`src/rtl/deck_shuffler_p.sv`:
```
// deck_shuffler_p
//   In-place Fisher-Yates shuffler for a deck held in an external card memory.
//   An optional fill phase writes ranks 1..13 repeating into addresses
//   0..DECK_SIZE-1. The shuffle then runs PASSES passes. Each pass draws a swap
//   index j in [i, DECK_SIZE-1], reads mem[i] and mem[j], and writes the two
//   values back swapped.
//   Every memory access takes two cycles. A read pulses o_MemClk in its first
//   cycle. A write pulses o_MemClk in its second cycle.
// Ports
//   clk          rising-edge clock
//   i_Rst_n      synchronous active-low reset
//   i_Start      start request, honoured only in IDLE or DONE
//   i_Init       1 = fill the deck before shuffling (sampled with i_Start)
//   i_ExtJ       1 = take swap index from i_Addr_J, 0 = internal LFSR
//   i_Addr_J     external swap index candidate
//   i_MemData    card memory read data
//   o_Address    card memory address (holds last value when idle)
//   o_Data       card memory write data (holds last value when idle)
//   o_MemClk     card memory clock strobe
//   o_Write      card memory write enable
//   o_Busy       operation in progress
//   o_Shuffled   shuffle complete, held until next start
//   vo_Addr_I    current index i (debug)
module deck_shuffler_p #(
  parameter int unsigned DATA_W    = 4,
  parameter int unsigned ADDR_W    = 6,
  parameter int unsigned DECK_SIZE = 52,
  parameter int unsigned PASSES    = 1,
  parameter logic [15:0] LFSR_SEED = 16'hACE1
) (
  input  logic              clk,
  input  logic              i_Rst_n,
  input  logic              i_Start,
  input  logic              i_Init,
  input  logic              i_ExtJ,
  input  logic [ADDR_W-1:0] i_Addr_J,
  input  logic [DATA_W-1:0] i_MemData,
  output logic [ADDR_W-1:0] o_Address,
  output logic [DATA_W-1:0] o_Data,
  output logic              o_MemClk,
  output logic              o_Write,
  output logic              o_Busy,
  output logic              o_Shuffled,
  output logic [ADDR_W-1:0] vo_Addr_I
);

  localparam int unsigned LAST_ADDR = DECK_SIZE - 1;
  localparam int unsigned LAST_I    = DECK_SIZE - 2;

  typedef enum logic [3:0] {
    IDLE, FILL, DRAW, RD_I, RD_J, WR_J, WR_I, NEXT, DONE
  } state_t;

  state_t              state_q, state_d;
  logic                ph_q, ph_d;
  logic [15:0]         lfsr_q, lfsr_d;
  logic [ADDR_W-1:0]   i_q, i_d;
  logic [ADDR_W-1:0]   j_q, j_d;
  logic [ADDR_W-1:0]   fill_q, fill_d;
  logic [3:0]          pass_q, pass_d;
  logic [3:0]          rank_q, rank_d;
  logic                ext_q, ext_d;
  logic [DATA_W-1:0]   val_i_q, val_i_d;
  logic [DATA_W-1:0]   val_j_q, val_j_d;
  logic [ADDR_W-1:0]   addr_q, addr_d;
  logic [DATA_W-1:0]   data_q, data_d;
  logic                mem_clk, mem_wr;
  logic [ADDR_W-1:0]   cand;

  always_ff @(posedge clk) begin
    if (!i_Rst_n) begin
      state_q <= IDLE;
      ph_q    <= 1'b0;
      lfsr_q  <= LFSR_SEED;
      i_q     <= '0;
      j_q     <= '0;
      fill_q  <= '0;
      pass_q  <= '0;
      rank_q  <= 4'd1;
      ext_q   <= 1'b0;
      val_i_q <= '0;
      val_j_q <= '0;
      addr_q  <= '0;
      data_q  <= '0;
    end else begin
      state_q <= state_d;
      ph_q    <= ph_d;
      lfsr_q  <= lfsr_d;
      i_q     <= i_d;
      j_q     <= j_d;
      fill_q  <= fill_d;
      pass_q  <= pass_d;
      rank_q  <= rank_d;
      ext_q   <= ext_d;
      val_i_q <= val_i_d;
      val_j_q <= val_j_d;
      addr_q  <= addr_d;
      data_q  <= data_d;
    end
  end

  always_comb begin
    state_d = state_q;
    ph_d    = ph_q;
    i_d     = i_q;
    j_d     = j_q;
    fill_d  = fill_q;
    pass_d  = pass_q;
    rank_d  = rank_q;
    ext_d   = ext_q;
    val_i_d = val_i_q;
    val_j_d = val_j_q;
    addr_d  = addr_q;
    data_d  = data_q;
    mem_clk = 1'b0;
    mem_wr  = 1'b0;

    // Galois LFSR, x^16+x^14+x^13+x^11+1, free-running in every state
    lfsr_d = {1'b0, lfsr_q[15:1]} ^ (lfsr_q[0] ? 16'hB400 : 16'h0000);
    cand   = ext_q ? i_Addr_J : lfsr_q[ADDR_W-1:0];

    case (state_q)
      IDLE, DONE: begin
        if (i_Start) begin
          ext_d   = i_ExtJ;
          i_d     = '0;
          pass_d  = '0;
          rank_d  = 4'd1;
          fill_d  = '0;
          ph_d    = 1'b0;
          state_d = i_Init ? FILL : DRAW;
        end
      end
      FILL: begin
        addr_d  = fill_q;
        data_d  = DATA_W'(rank_q);
        mem_wr  = 1'b1;
        mem_clk = ph_q;
        ph_d    = !ph_q;
        if (ph_q) begin
          rank_d = (rank_q == 4'd13) ? 4'd1 : 4'(rank_q + 4'd1);
          if (32'(fill_q) == LAST_ADDR) state_d = DRAW;
          else fill_d = ADDR_W'(fill_q + 1'b1);
        end
      end
      DRAW: begin
        if (32'(cand) >= 32'(i_q) && 32'(cand) <= LAST_ADDR) begin
          j_d     = cand;
          state_d = RD_I;
        end
      end
      RD_I: begin
        addr_d  = i_q;
        mem_clk = !ph_q;
        ph_d    = !ph_q;
        if (ph_q) begin
          val_i_d = i_MemData;
          state_d = (j_q == i_q) ? NEXT : RD_J;
        end
      end
      RD_J: begin
        addr_d  = j_q;
        mem_clk = !ph_q;
        ph_d    = !ph_q;
        if (ph_q) begin
          val_j_d = i_MemData;
          state_d = WR_J;
        end
      end
      WR_J: begin
        addr_d  = j_q;
        data_d  = val_i_q;
        mem_wr  = 1'b1;
        mem_clk = ph_q;
        ph_d    = !ph_q;
        if (ph_q) state_d = WR_I;
      end
      WR_I: begin
        addr_d  = i_q;
        data_d  = val_j_q;
        mem_wr  = 1'b1;
        mem_clk = ph_q;
        ph_d    = !ph_q;
        if (ph_q) state_d = NEXT;
      end
      NEXT: begin
        if (32'(i_q) < LAST_I) begin
          i_d     = ADDR_W'(i_q + 1'b1);
          state_d = DRAW;
        end else if (32'(pass_q) < PASSES - 1) begin
          pass_d  = 4'(pass_q + 4'd1);
          i_d     = '0;
          state_d = DRAW;
        end else begin
          state_d = DONE;
        end
      end
      default: state_d = IDLE;
    endcase
  end

  // Address/data are presented combinationally during an access and
  // otherwise replay the registered copy of the last driven value.
  assign o_Address  = addr_d;
  assign o_Data     = data_d;
  assign o_MemClk   = mem_clk;
  assign o_Write    = mem_wr;
  assign o_Busy     = (state_q != IDLE) && (state_q != DONE);
  assign o_Shuffled = (state_q == DONE);
  assign vo_Addr_I  = i_q;

endmodule

```
`config.mk`:
```
export PLATFORM = sky130hd
export DESIGN_NAME = deck_shuffler_p
export DESIGN_NICKNAME = d
export VERILOG_FILES = /design/src/rtl/deck_shuffler_p.sv
export SDC_FILE = /design/constraint.sdc
export NUM_CORES = 1
export LEC_CHECK = 0
export ABC_CLOCK_PERIOD_IN_PS = 3550
export CORE_MARGIN = 8
export CORE_UTILIZATION = 35
export DETAILED_ROUTE_END_ITERATION = 6
export GPL_TIMING_DRIVEN = 0
export PLACE_DENSITY = 0.64
export SYNTH_ARGS = -nofsm -noshare
export SYNTH_HDL_FRONTEND = slang
export SYNTH_SLANG_ARGS = --single-unit
```
`constraint.sdc`:
```
create_clock -name clk -period 3.55 [get_ports clk]
set_clock_uncertainty 0.1 [all_clocks]
set_input_delay 0.355 -clock clk [delete_from_list [all_inputs] [get_ports clk]]
set_output_delay 0.355 -clock clk [all_outputs]
set_load 0.1 [all_outputs]
```
==> summary.txt <==
Die H -> 111 um
Critical Path Fanout Max -> 10
Chip Width -> 111 um
Hold Violations, Final -> 0
Power consumption -> 2.33 mW
Share of cells above drive strength 1 -> 0.112
First-pass GRT wire length -> 12,900 um
Drt total wl -> 7630 um
Vias -> 2,683
Power Dens Cells -> 608 mW/mm2
Clk sinks -> 62
Pleak -> 1.65 nW
CP top delay family -> buffers and inverters
Crit path largest cell delay -> 1.13 ns
Gr ovfl total -> 0
Synth area leaders -> dfxtp_1, nand2_1, mux2i_1, ha_1, a22oi_1
Hold Path Class -> input port to flop
Clk slew on worst S/H paths -> 0.08 ns
Switching pwr -> 0.982 mW
GRT Resource Usage Total -> 0.126
R2R setup slack -> 0.97 ns
Switching part of the total -> 0.422
Register area share after synthesis -> 0.394
1st-iter DRT viols -> 130
Number of synthesized flops with an enable pin -> 0
Slowest-stage cell, CP -> clkdlybuf4s50_1
Worst-margin pin slew -> 0.991 ns
Pins Over Slew Limit -> 0
Worst-path cell chain -> clkbuf_2 > buf_2 > and3b_1 > o21ai_2 > inv_1 > clkdlybuf4s50_1
Async SR Flop Fraction -> 0
Int Pwr -> 1.34 mW
Post-DP HPWL -> 5720 um
Fin crit period -> 3.23 ns
Post-synth net total -> 386
Max Cap Violations -> 0
Multi-input logic area -> 0.00176 mm2
Max frequency -> 310 MHz
DR DRC count -> 0
Antenna diode count -> 0
Setup violators final -> 0
Crit path buffers/inverters -> 4
CTS tree -> built
Final Cycle Share -> 0.910
Area growth from synthesis to layout -> 21.5%
Top-area cell type share of the netlist area -> 0.394
Dominant cell type by area after synthesis -> dfxtp_1
Longest Clk Path Bufs -> 2
Status -> complete, no violations
Setup crit start kind -> flop
Nets -> 430
Setup Fix Bufs, Post-CTS -> 0
Hold_buf cts -> 0
CP arrival -> 2.78 ns
H-tree levels -> 3
Post-synth top flop -> dfxtp_1
Peak VDD IR -> 0.429 mV
Full die area -> 0.0123 mm2
Avg Cell Area, Syn -> 8.73 um2
Pin count of the biggest net entering global routing -> 14
Initial Utilization -> 0.361
Number of port buffers -> 33
Proportion of synthesized area in mux cells -> 0.0695
Routed wire per std cell -> 14.7 um
Synth Area in Adders -> 0.0397
Drt first pass iters -> 5
Post-Syn Instances -> 361
Num CTS Buffers -> 9
Synth Area in Simple Gates -> 0.240
Leading cell types in the layout, fill and taps excluded -> dfxtp_1, nand2_1, nor2_1
Synth Area in Compound Gates -> 0.158
I/O pins -> 35
Core region area -> 0.00872 mm2
Combinational Power Share -> 0.403
Routed Antenna Nets -> 0
Clock network fraction of design power -> 0.244
Setup_tns -> 0 ns
Synth unique cells -> 52
Vias/cell -> 5.18
Post-Synthesis Cell Area -> 0.00315 mm2
Routability cong. -> 0.800
Placement Rows -> 34
Filler cells -> 853
Req. time, crit path -> 3.09 ns
Synth Register Bits -> 62
Initial antenna violation count -> 0
Sequential cell area -> 0.00124 mm2
CTS root buf -> clkbuf_8
Synth Warn # -> 0
Commonest non-fill, non-tap cell in the layout -> dfxtp_1
Largest family of logic cells by synthesized area -> simple AND/OR/NAND/NOR gates
Skew-Pair Late Insertion Delay -> 0.35 ns
Design Area, Final -> 0.00383 mm2
Max_slew headroom -> 0.337
Sequential share of power -> 0.352
Crit Path Class -> flop to output pin
Unrepaired setup endpoints after global routing -> false
Xor/xnor share of the synthesized area -> 0.0500
Setup crit end kind -> output pin
Vias in the first global route -> 2,656
DP Area -> 0.00362 mm2
-- power groups by stage --
| stage | combinational, mW | sequential (mW) | clock [mW] |
|---|---|---|---|
| after floorplan | 0.733 | 0.824 | 0 |
| final | 0.938 | 0.820 | 0.569 |
| after detailed placement | 0.934 | 0.836 | 0 |
| after global routing | 1.02 | 0.830 | 0.617 |
| after global placement | 0.924 | 0.835 | 0 |
| after CTS | 0.939 | 0.820 | 0.582 |
-- synthesized netlist by cell type (5+ instances only) --
master,count
dfxtp_1,62
nand3_1,6
a21oi_1,20
o21ai_0,17
and3_1,5
nor3_1,10
clkbuf_1,10
inv_1,11
nor2b_1,5
nand2_1,49
buf_2,6
nand2b_1,9
nor2_1,27
ha_1,10
nand4_1,7
and2_1,12
xnor2_1,11
xor2_1,7
mux2i_1,14
mux2_2,5
a22oi_1,14
-- per-stage QoR --
step                      setup slack (ns)   util  instances  hold slack [ns]
after global routing                 0.167  0.439        518            0.198
final                                0.319  0.439        518            0.191
after floorplan                      0.371      -        361            0.286
after CTS                           0.0483  0.436        518            0.187
after detailed placement             0.439  0.415        502            0.293
after global placement               0.449  0.415        502            0.291
-- worst paths after layout --
path	cells past startpoint	end	from
min	2	lfsr_q[15]	i_Rst_n
min reg2reg	1	lfsr_q[6]	lfsr_q[7]
max reg2reg	7	state_q[0]	ext_q
max	6	o_Write	state_q[1]
-- registers in the layout (all words and copies together), names as in the netlist --
signal	count
state_q	4
val_j_q	4
rank_q	4
val_i_q	4
j_q	6
ext_q	1
lfsr_q	16
vo_Addr_I	6
ph_q	1
fill_q	6
data_q	4
addr_q	6
-- logic make-up after synthesis --
| kind of cell | count (synthesis) |
|---|---|
| xor+xnor | 18 |
| fa+ha+maj | 10 |
| flops | 62 |
| mux | 20 |
| simple gates | 145 |
| buf+inv | 33 |
| compound gates | 73 |
-- layout make-up --
| cell class | instances | share of cell area |
|---|---|---|
| flip-flops and latches | 62 | 0.324 |
| multi-input cells | 266 | 0.460 |
| plain buffers | 22 | 0.0297 |
| inverters | 11 | 0.0108 |
| clock buffers | 9 | 0.0323 |
| well taps | 108 | 0.0353 |
| repair buffers | 33 | 0.0934 |
| clock inverters | 7 | 0.0147 |
-- repair_timing --
item | CTS | global route
gates resized for setup | 0 | 11
endpoints found under the setup margin | 0 | 11
hold endpoints to repair | 0 | 0
-- worst reg2reg max path: stages, from the launching register on --
cell	delay [ns]
dfxtp_1	0.30
buf_2	0.19
mux2_2	0.38
ha_1	0.31
nand4_1	0.13
o221a_2	0.34
a211oi_1	0.52
mux2i_1	0.25
-- routing by layer --
layer | global-route usage | routed length, um | vias to the layer above
met5 | 0 | 0 | -
met1 | 0.160 | 3840 | 1262
met3 | 0.0422 | 440 | 8
met4 | 0.0441 | 99 | 0
met2 | 0.192 | 3240 | 61
li1 | - | - | 1352
No activity file was read; power rests on OpenSTA's default activity.
